--- config.mk ---
export PLATFORM = sky130hd
export DESIGN_NAME = phase_sequencer
export DESIGN_NICKNAME = d
export VERILOG_FILES = /design/src/rtl/phase_seq_pkg.sv /design/src/rtl/phase_timer.sv /design/src/rtl/phase_sequencer.sv
export SDC_FILE = /design/constraint.sdc
export NUM_CORES = 1
export LEC_CHECK = 0
export BUFFER_PORTS_ARGS = -buffer_cell sky130_fd_sc_hd__buf_2
export CAP_MARGIN = 30
export CORE_MARGIN = 1
export CORE_UTILIZATION = 60
export CTS_BUF_LIST = sky130_fd_sc_hd__clkbuf_4
export DETAILED_ROUTE_END_ITERATION = 8
export GPL_ROUTABILITY_DRIVEN = 0
export PLACE_DENSITY = 0.85
export SYNTH_ARGS = -nofsm -noshare
export SYNTH_HDL_FRONTEND = slang
export SYNTH_SLANG_ARGS = --single-unit
--- constraint.sdc ---
create_clock -name clk -period 3.05 [get_ports clk]
set_clock_uncertainty 0.2 [all_clocks]
set_input_delay 0.305 -clock clk [delete_from_list [all_inputs] [get_ports clk]]
set_output_delay 0.305 -clock clk [all_outputs]
set_load 0.03 [all_outputs]
--- src/rtl/phase_seq_pkg.sv ---
// Shared types and limits for the N-phase sequencer and its timer.
package phase_seq_pkg;

  localparam int MAX_NPHASES = 16;

  typedef enum logic [1:0] {
    IDLE   = 2'd0,
    ACTIVE = 2'd1,
    GAP    = 2'd2
  } phase_state_t;

endpackage

--- src/rtl/phase_timer.sv ---
// Shared dwell/gap down-counter; expire is combinational on count==0.
// Latency: load takes effect on the next edge. No backpressure.
module phase_timer #(
  parameter int CNT_W = 8
) (
  input  logic             clk,
  input  logic             reset_n,
  input  logic             load,
  input  logic [CNT_W-1:0] load_val,
  output logic             expire,
  output logic [CNT_W-1:0] count
);

  logic [CNT_W-1:0] cnt_q;
  logic [CNT_W-1:0] cnt_d;

  // Saturates at zero so an idle timer stays expired without wrapping.
  always_comb begin
    cnt_d = cnt_q;
    if (load) begin
      cnt_d = load_val;
    end else if (cnt_q != '0) begin
      cnt_d = cnt_q - CNT_W'(1);
    end
  end

  always_ff @(posedge clk or negedge reset_n) begin
    if (!reset_n) begin
      cnt_q <= '0;
    end else begin
      cnt_q <= cnt_d;
    end
  end

  assign expire = (cnt_q == '0);
  assign count  = cnt_q;

endmodule

--- src/rtl/phase_sequencer.sv ---
// N-phase non-overlapping one-hot phase-enable generator with dwell, gap and one-shot rounds.
// Latency: phase 0 is driven the edge after enable is seen in IDLE. No backpressure; all outputs registered.
module phase_sequencer
  import phase_seq_pkg::*;
#(
  parameter int NPHASES = 4,
  parameter int CNT_W   = 8,
  parameter int IDX_W   = $clog2(NPHASES)
) (
  input  logic               clk,
  input  logic               reset_n,
  input  logic               enable,
  input  logic               oneshot,
  input  logic [CNT_W-1:0]   dwell,
  input  logic [CNT_W-1:0]   gap,
  output logic [NPHASES-1:0] phase_en,
  output logic [IDX_W-1:0]   phase_idx,
  output logic               busy,
  output logic               cycle_done
);

  localparam logic [IDX_W-1:0]   LAST_IDX = IDX_W'(NPHASES - 1);
  localparam logic [CNT_W-1:0]   ONE      = CNT_W'(1);
  localparam logic [NPHASES-1:0] PH0      = NPHASES'(1);

  phase_state_t       state_q, state_d;
  logic [IDX_W-1:0]   idx_q, idx_d;
  logic [NPHASES-1:0] pen_q, pen_d;
  logic               busy_q, busy_d;
  logic               done_q, done_d;
  logic [CNT_W-1:0]   dwell_q, dwell_d;
  logic [CNT_W-1:0]   gap_q, gap_d;
  logic               oneshot_q, oneshot_d;

  logic               tmr_load;
  logic [CNT_W-1:0]   tmr_val;
  logic               tmr_expire;
  logic [CNT_W-1:0]   tmr_cnt;
  logic [CNT_W-1:0]   tmr_next;
  logic [CNT_W-1:0]   dwell_in_eff;
  logic               advance;
  logic               start_round;

  assign dwell_in_eff = (dwell == '0) ? ONE : dwell;

  always_comb begin
    state_d     = state_q;
    idx_d       = idx_q;
    pen_d       = pen_q;
    busy_d      = busy_q;
    dwell_d     = dwell_q;
    gap_d       = gap_q;
    oneshot_d   = oneshot_q;
    tmr_load    = 1'b0;
    tmr_val     = '0;
    advance     = 1'b0;
    start_round = 1'b0;

    case (state_q)
      IDLE: begin
        if (enable) start_round = 1'b1;
      end
      ACTIVE: begin
        if (tmr_expire) begin
          if (gap_q != '0) begin
            state_d  = GAP;
            pen_d    = '0;
            tmr_load = 1'b1;
            tmr_val  = gap_q - ONE;
          end else begin
            advance = 1'b1;
          end
        end
      end
      GAP: begin
        if (tmr_expire) advance = 1'b1;
      end
      default: begin
        state_d = IDLE;
      end
    endcase

    // Leaving the last phase is the round boundary: stop, or re-latch settings and wrap.
    if (advance) begin
      if (idx_q == LAST_IDX) begin
        if (oneshot_q || !enable) begin
          state_d = IDLE;
          pen_d   = '0;
          busy_d  = 1'b0;
        end else begin
          start_round = 1'b1;
        end
      end else begin
        state_d  = ACTIVE;
        idx_d    = idx_q + IDX_W'(1);
        pen_d    = PH0 << idx_d;
        tmr_load = 1'b1;
        tmr_val  = dwell_q - ONE;
      end
    end

    if (start_round) begin
      state_d   = ACTIVE;
      idx_d     = '0;
      pen_d     = PH0;
      busy_d    = 1'b1;
      dwell_d   = dwell_in_eff;
      gap_d     = gap;
      oneshot_d = oneshot;
      tmr_load  = 1'b1;
      tmr_val   = dwell_in_eff - ONE;
    end

    // Registered pulse lands on the cycle the last phase's timer reads zero.
    tmr_next = tmr_load ? tmr_val : (tmr_cnt - ONE);
    done_d   = (state_d == ACTIVE) && (idx_d == LAST_IDX) && (tmr_next == '0);
  end

  always_ff @(posedge clk or negedge reset_n) begin
    if (!reset_n) begin
      state_q   <= IDLE;
      idx_q     <= '0;
      pen_q     <= '0;
      busy_q    <= 1'b0;
      done_q    <= 1'b0;
      dwell_q   <= ONE;
      gap_q     <= '0;
      oneshot_q <= 1'b0;
    end else begin
      state_q   <= state_d;
      idx_q     <= idx_d;
      pen_q     <= pen_d;
      busy_q    <= busy_d;
      done_q    <= done_d;
      dwell_q   <= dwell_d;
      gap_q     <= gap_d;
      oneshot_q <= oneshot_d;
    end
  end

  phase_timer #(
    .CNT_W (CNT_W)
  ) u_timer (
    .clk      (clk),
    .reset_n  (reset_n),
    .load     (tmr_load),
    .load_val (tmr_val),
    .expire   (tmr_expire),
    .count    (tmr_cnt)
  );

  assign phase_en   = pen_q;
  assign phase_idx  = idx_q;
  assign busy       = busy_q;
  assign cycle_done = done_q;

endmodule

### Yosys cells after proc, flatten, opt, wreduce, memory -nomap -nowiden

Cells that the tools add are included.

| cells by class | value |
|---|---|
| $add $sub $neg | 5 |
| $mul | 0 |
| div/mod/pow operators | 0 |
| magnitude comparators | 0 |
| equal/unequal tests | 5 |
| shift-type cells | 1 |
| muxes and demuxes | 46 |
| bitwise logic cells | 0 |
| reductions and logical operators | 16 |

Operator list:

| cell | number |
|---|---|
| two-way mux 8 bit | 10 |
| subtractor 8 x 1 -> 8 bit (second input constant) | 4 |
| two-way mux 4 bit | 7 |
| logical NOT 8 bit | 3 |
| two-way mux 1 bit | 18 |
| two-way mux 2 bit | 9 |
| nonzero test 8 bit | 2 |
| nonzero test 2 bit | 4 |
| == test 2 bit (second input constant) | 3 |
| == test 2 x 1 -> 1 bit (second input constant) | 2 |
| case mux 2 bit (2 select lines) | 1 |
| left shift 1 x 2 -> 4 bit (first input constant) | 1 |
| AND reduction 3 bit | 1 |
| adder 2 x 1 -> 2 bit (second input constant) | 1 |
| logical AND 1 bit | 2 |
| logical NOT 2 bit | 1 |
| case mux 1 bit (2 select lines) | 1 |
| OR reduction 2 bit | 1 |
| logical NOT 1 bit | 1 |
| logical OR 1 bit | 1 |

| storage, ports and cells | value |
|---|---|
| register bits after elaboration | 35 |
| bits in latches | 0 |
| RAM bits | 0 |
| bits in read-only memories | 0 |
| input bits | 20 |
| output and inout bits | 8 |
| logic and storage cells | 82 |
| memories | 0 |

### Logic depth before layout (Yosys ltp)

| logic depth | value |
|---|---|
| depth after elaboration | 11 |
| gate-level depth with buffers | 10 |
| mapped depth without buffers | 9 |

### By module

A second synthesis with hierarchy kept.

| unflattened totals | value |
|---|---|
| cells, all modules | 279 |
| area total of the unflattened synthesis | 2372.3 um^2 |

Modules (own cells, without submodules):

| module | instances | cells each | area each (um^2) | sequential area each (um^2) |
|---|---|---|---|---|
| phase_sequencer | 1 | 225 | 1895.6 | 676.9 |
| phase_timer | 1 | 54 | 476.7 | 200.2 |

### Worst setup path after synthesis

No wires, ideal clock.

| path | value |
|---|---|
| path type | reg2reg |
| start | register u_timer.cnt_q[2], in the netlist u_timer.count[2] |
| end | register done_q, in the netlist cycle_done |
| setup time | 0.096 ns |
| arrival time | 2.296 ns |
| required time | 2.754 ns |
| setup slack | 0.458 ns |
| stages on the path, launching flop included | 8 |
| buffers on the path | 0 |
| period minus slack after synthesis | 2.592 ns |
| cells stage by stage | dfrtp_1 -> or4_4 -> nor4b_4 -> nand3_2 -> mux2i_1 -> a211oi_1 -> nand2_1 -> nor4_2 |

| on the way | value |
|---|---|
| cells in the longest elaborated chain, start to end | 10 |
| elaborated cells on any way between the ends | 30 |
| those cells by class | add/sub: 1; eq/ne: 2; mux: 23; reduce/logical: 4 |

RTL lines:

| what | line | source |
|---|---|---|
| start, declared | phase_timer.sv:14 | `logic [CNT_W-1:0] cnt_q;` |
| start signal, assigned | phase_timer.sv:31 | `cnt_q <= cnt_d;` |
| logical NOT 8 bit | phase_timer.sv:35 | `assign expire = (cnt_q == '0);` |
| two-way mux 2 bit | phase_sequencer.sv:64 | `if (tmr_expire) begin` |
| case mux 2 bit (2 select lines) | phase_sequencer.sv:59 | `case (state_q)` |
| two-way mux 2 bit | phase_sequencer.sv:86 | `if (oneshot_q \|\| !enable) begin` |
| two-way mux 2 bit | phase_sequencer.sv:85 | `if (idx_q == LAST_IDX) begin` |
| two-way mux 2 bit | phase_sequencer.sv:84 | `if (advance) begin` |
| two-way mux 2 bit | phase_sequencer.sv:102 | `if (start_round) begin` |
| == test 2 x 1 -> 1 bit | phase_sequencer.sv:116 | `done_d = (state_d == ACTIVE) && (idx_d == LAST_IDX) && (tmr_next == '0);` |
| logical AND 1 bit | phase_sequencer.sv:116 |  |
| logical AND 1 bit * | phase_sequencer.sv:116 |  |
| named net done_d | phase_sequencer.sv:30 | `logic done_q, done_d;` |
| end signal, assigned | phase_sequencer.sv:134 | `done_q <= done_d;` |
| end, declared | phase_sequencer.sv:30 |  |

Mark *: on every way through the listed nets, which the timed path passes. The rest lies on a longest branch.
A chain may end at the register's enable or synchronous reset.

### Final worst setup path

| path | value |
|---|---|
| start | register state_q[1] |
| end | register done_q, in the netlist cycle_done |

| on the way | value |
|---|---|
| cells in the longest elaborated chain, start to end | 10 |
| elaborated cells on any way between the ends | 32 |
| those cells by class | eq/ne: 4; mux: 23; reduce/logical: 5 |

RTL lines:

| what | line | source |
|---|---|---|
| start, declared | phase_sequencer.sv:26 | `phase_state_t state_q, state_d;` |
| start signal, assigned | phase_sequencer.sv:130 | `state_q <= state_d;` |
| == test 2 bit, or another cell as far along | phase_sequencer.sv:59 |  |
| OR reduction 2 bit (no line) / two-way mux 2 bit (equally long branches) | -- |  |
| case mux 2 bit (2 select lines) | phase_sequencer.sv:59 |  |
| two-way mux 2 bit | phase_sequencer.sv:86 |  |
| two-way mux 2 bit | phase_sequencer.sv:85 |  |
| two-way mux 2 bit | phase_sequencer.sv:84 |  |
| two-way mux 2 bit | phase_sequencer.sv:102 |  |
| == test 2 x 1 -> 1 bit | phase_sequencer.sv:116 |  |
| logical AND 1 bit | phase_sequencer.sv:116 |  |
| logical AND 1 bit * | phase_sequencer.sv:116 |  |
| named net done_d | phase_sequencer.sv:30 |  |

Marks and branches as above.

==> metrics.yaml <==
clocking:
  cts_tree: "built"
  numCtsBuffers: 5
  cts_setup_buffers: 0
  htreeDepth: 2
  clk_latency_ns: 0.33
  numClockSinks: 35
  path_clk_slew_ns: 0.10
  root_buffer: "clkbuf_4"
  clock_path_buffers: 2
sta:
  rsz0062_at_grt: "false"
  fmax_ghz: 0.352
  finalSetupTns_ns: 0
  slew_headroom: 0.490
  hold_violations: 0
  tightestPinTransition_ns: 0.765
  setup_violations: 0
  period_needed_ns: 2.84
  fin_crit_sh: 0.931
  report.final.slew_viol_count: 0
setup_path:
  cp_slowest_stage_delay_ns: 0.48
  crit_required_ns: 3.10
  crit_fanout: 7
  path_cells: "inv_1 > ha_2 > or4bb_1 > a311o_2 > mux2_1 > mux2i_1 > o21ai_0 > o2111ai_1 > nor4_2"
  end_kind: "register"
  crit_type: "reg2reg"
  cp_top_family: "compound AO/OA/AOI/OAI gates"
  arrival_ns: 2.89
  path_buf_inv: 1
  slowest_stage: "or4bb_1"
  reg2reg_slack_ns: 0.21
  startpoint_type: "register"
floorplan:
  ios: 28
  rows: 22
  design.die.area_um2: 4080
  coreArea_um2: 3660
  fp.dieW_um: 63.8
  initial_utilization: 0.627
  fp.dieH_um: 63.8
routing:
  wirelength_um: 5510
  initialDrtViolationCount: 98
  drtPass1Iterations: 4
  via_count: 2033
  drc: 0
  wl_per_cell_um: 15.7
  vias_per_cell: 5.78
  postRouteAntennaNets: 0
finish:
  insertedDiodeCount: 0
  final_nets: 333
  final_common_cell: "nand2_1"
  final_cell_mix: "61 x nand2_1, 34 x dfrtp_1, 27 x buf_2"
  fillerInstances: 259
  syn2layout_area_growth_pct: 15.7
  final_area_um2: 2660
  drive_gt1_frac: 0.174
flow_run:
  maxCapViolCount: 0
global_routing:
  grt_max_degree: 36
  grt.total_usage: 0.296
  grt_pass1_wl_um: 9320
  antenna_found_initial: 0
  globalRouteOverflowTotal: 0
  grt_pass1_vias: 2012
placement:
  dpl_cell_area_um2: 2500
  numPortBuffers: 27
  hpwlAfterDp_um: 3970
power_and_ir_drop:
  p_seq_frac: 0.402
  power.density_nw_per_um2: 810
  clkPwrFrac: 0.110
  combPwrFrac: 0.488
  power.internal_mw: 1.19
  switching_share: 0.449
  switchingPower_uw: 965
  peakVddDrop_v: 0.000566
  p_leak_nw: 1.30
worst_hold_path:
  hold_class: "in2reg"
synthesis:
  ys_seq_elements: 35
  synthCells: 260
  syn_avg_cell_area_um2: 8.83
  synth.cell_area_um2: 2290
  yosys_warnings: 0
  synth.distinct_cells: 46
  async_flop_share: 1.00
  synth_nets: 290
  ys_seq_area_frac: 0.382
  synth_edf_count: 0
  synthFlopType: "dfrtp_1"
run_status:
  outcome: "finished clean"
## routing by layer
layer | vias up | part of all wire | global-route usage
met5 | - | 0 | 0
met4 | 0 | 0.014 | 0.108
met3 | 11 | 0.053 | 0.0625
met2 | 74 | 0.49 | 0.465
met1 | 959 | 0.45 | 0.402
li1 | 989 | - | -
## state kept, by name, indices dropped and copies added, names as in the netlist, 2 cells and up
name,count
dwell_q,8
u_timer.count,8
phase_idx,2
state_q,2
gap_q,8
phase_en,4
## what timing repair did
item | CTS | global route
endpoints found under the setup margin | 0 | 1
hold endpoints to repair | 43 | 0
gates resized for setup | 0 | 2
hold buffers | 10 | 0
## path summary, 6_finish.rpt
path,from,to,depth (start not counted)
setup / recovery,state_q[1]$_DFF_PN0_,cycle_done$_DFF_PN0_,9
hold / removal,dwell[5],dwell_q[5]$_DFFE_PN0N_,3
setup reg to reg,state_q[1]$_DFF_PN0_,cycle_done$_DFF_PN0_,9
hold reg to reg,dwell_q[7]$_DFFE_PN0N_,dwell_q[7]$_DFFE_PN0N_,2
max in group asynchronous,reset_n,gap_q[2]$_DFFE_PN0N_,2
min in group asynchronous,reset_n,u_timer.count[1]$_DFFE_PN0P_,2
## cells in the mapped netlist (2+ instances only)
cell type | number | area share
o21ai_0 | 10 | 0.022
a211oi_1 | 4 | 0.013
o31ai_1 | 2 | 0.0065
dfrtp_1 | 34 | 0.37
ha_1 | 10 | 0.055
nand3_1 | 9 | 0.020
buf_2 | 2 | 0.0044
and3_1 | 3 | 0.0082
clkbuf_1 | 3 | 0.0049
xor2_1 | 11 | 0.042
inv_1 | 10 | 0.016
mux2i_1 | 14 | 0.061
nor3b_1 | 5 | 0.016
nor3_1 | 8 | 0.017
nand2_1 | 61 | 0.10
nor4_1 | 4 | 0.011
and2_1 | 4 | 0.011
or4_1 | 2 | 0.0065
xnor2_1 | 9 | 0.034
a21oi_1 | 8 | 0.017
or3_1 | 3 | 0.0082
nor2_1 | 20 | 0.033
## power groups by stage
stage	Clock [mW]	Combinational [mW]	Sequential, mW
floorplan	0	0.767	0.825
global placement	0	0.996	0.856
detailed placement	0	1.02	0.867
CTS	0.244	1.03	0.859
global route	0.259	1.17	0.890
finish	0.237	1.05	0.865
## kinds of logic after synthesis
logic type,synth area share
buffers and inverters,0.0305
multiplexers,0.0709
XOR/XNOR,0.0763
AO/OA/AOI/OAI,0.0922
AND/OR/NAND/NOR,0.293
flip-flops,0.382
adder cells (fa/ha/maj),0.0545
## final cells by class
cell class / instances / area [um^2] / share of cell area
Sequential cell: 35 / 877 / 0.330
Inverter: 10 / 37.5 / 0.0141
Tap cell: 48 / 60.1 / 0.0226
Multi-Input combinational cell: 209 / 1360 / 0.510
Clock inverter: 3 / 15.0 / 0.00566
Clock buffer: 5 / 37.5 / 0.0141
Timing Repair Buffer: 42 / 273 / 0.103
## stage by stage
stage	power, mW	instances	hold slack [ns]	worst slack, ns	utilization
6_report	2.15	352	0.0280	0.210	0.725
5_1_grt	2.32	352	0.0309	0.00946	0.725
4_1_cts	2.13	352	0.00463	0.135	0.724
3_5_place_dp	1.88	334	0.220	0.153	0.683
3_3_place_gp	1.85	334	0.222	0.200	0.683
2_1_floorplan	1.59	260	-0.191	0.458	-
## worst min-delay path, cell delays in order
cell and delay [ns]:
buf_2 0.13, nand2_1 0.06, nand2_1 0.04
(Power assumes the default switching activity.)
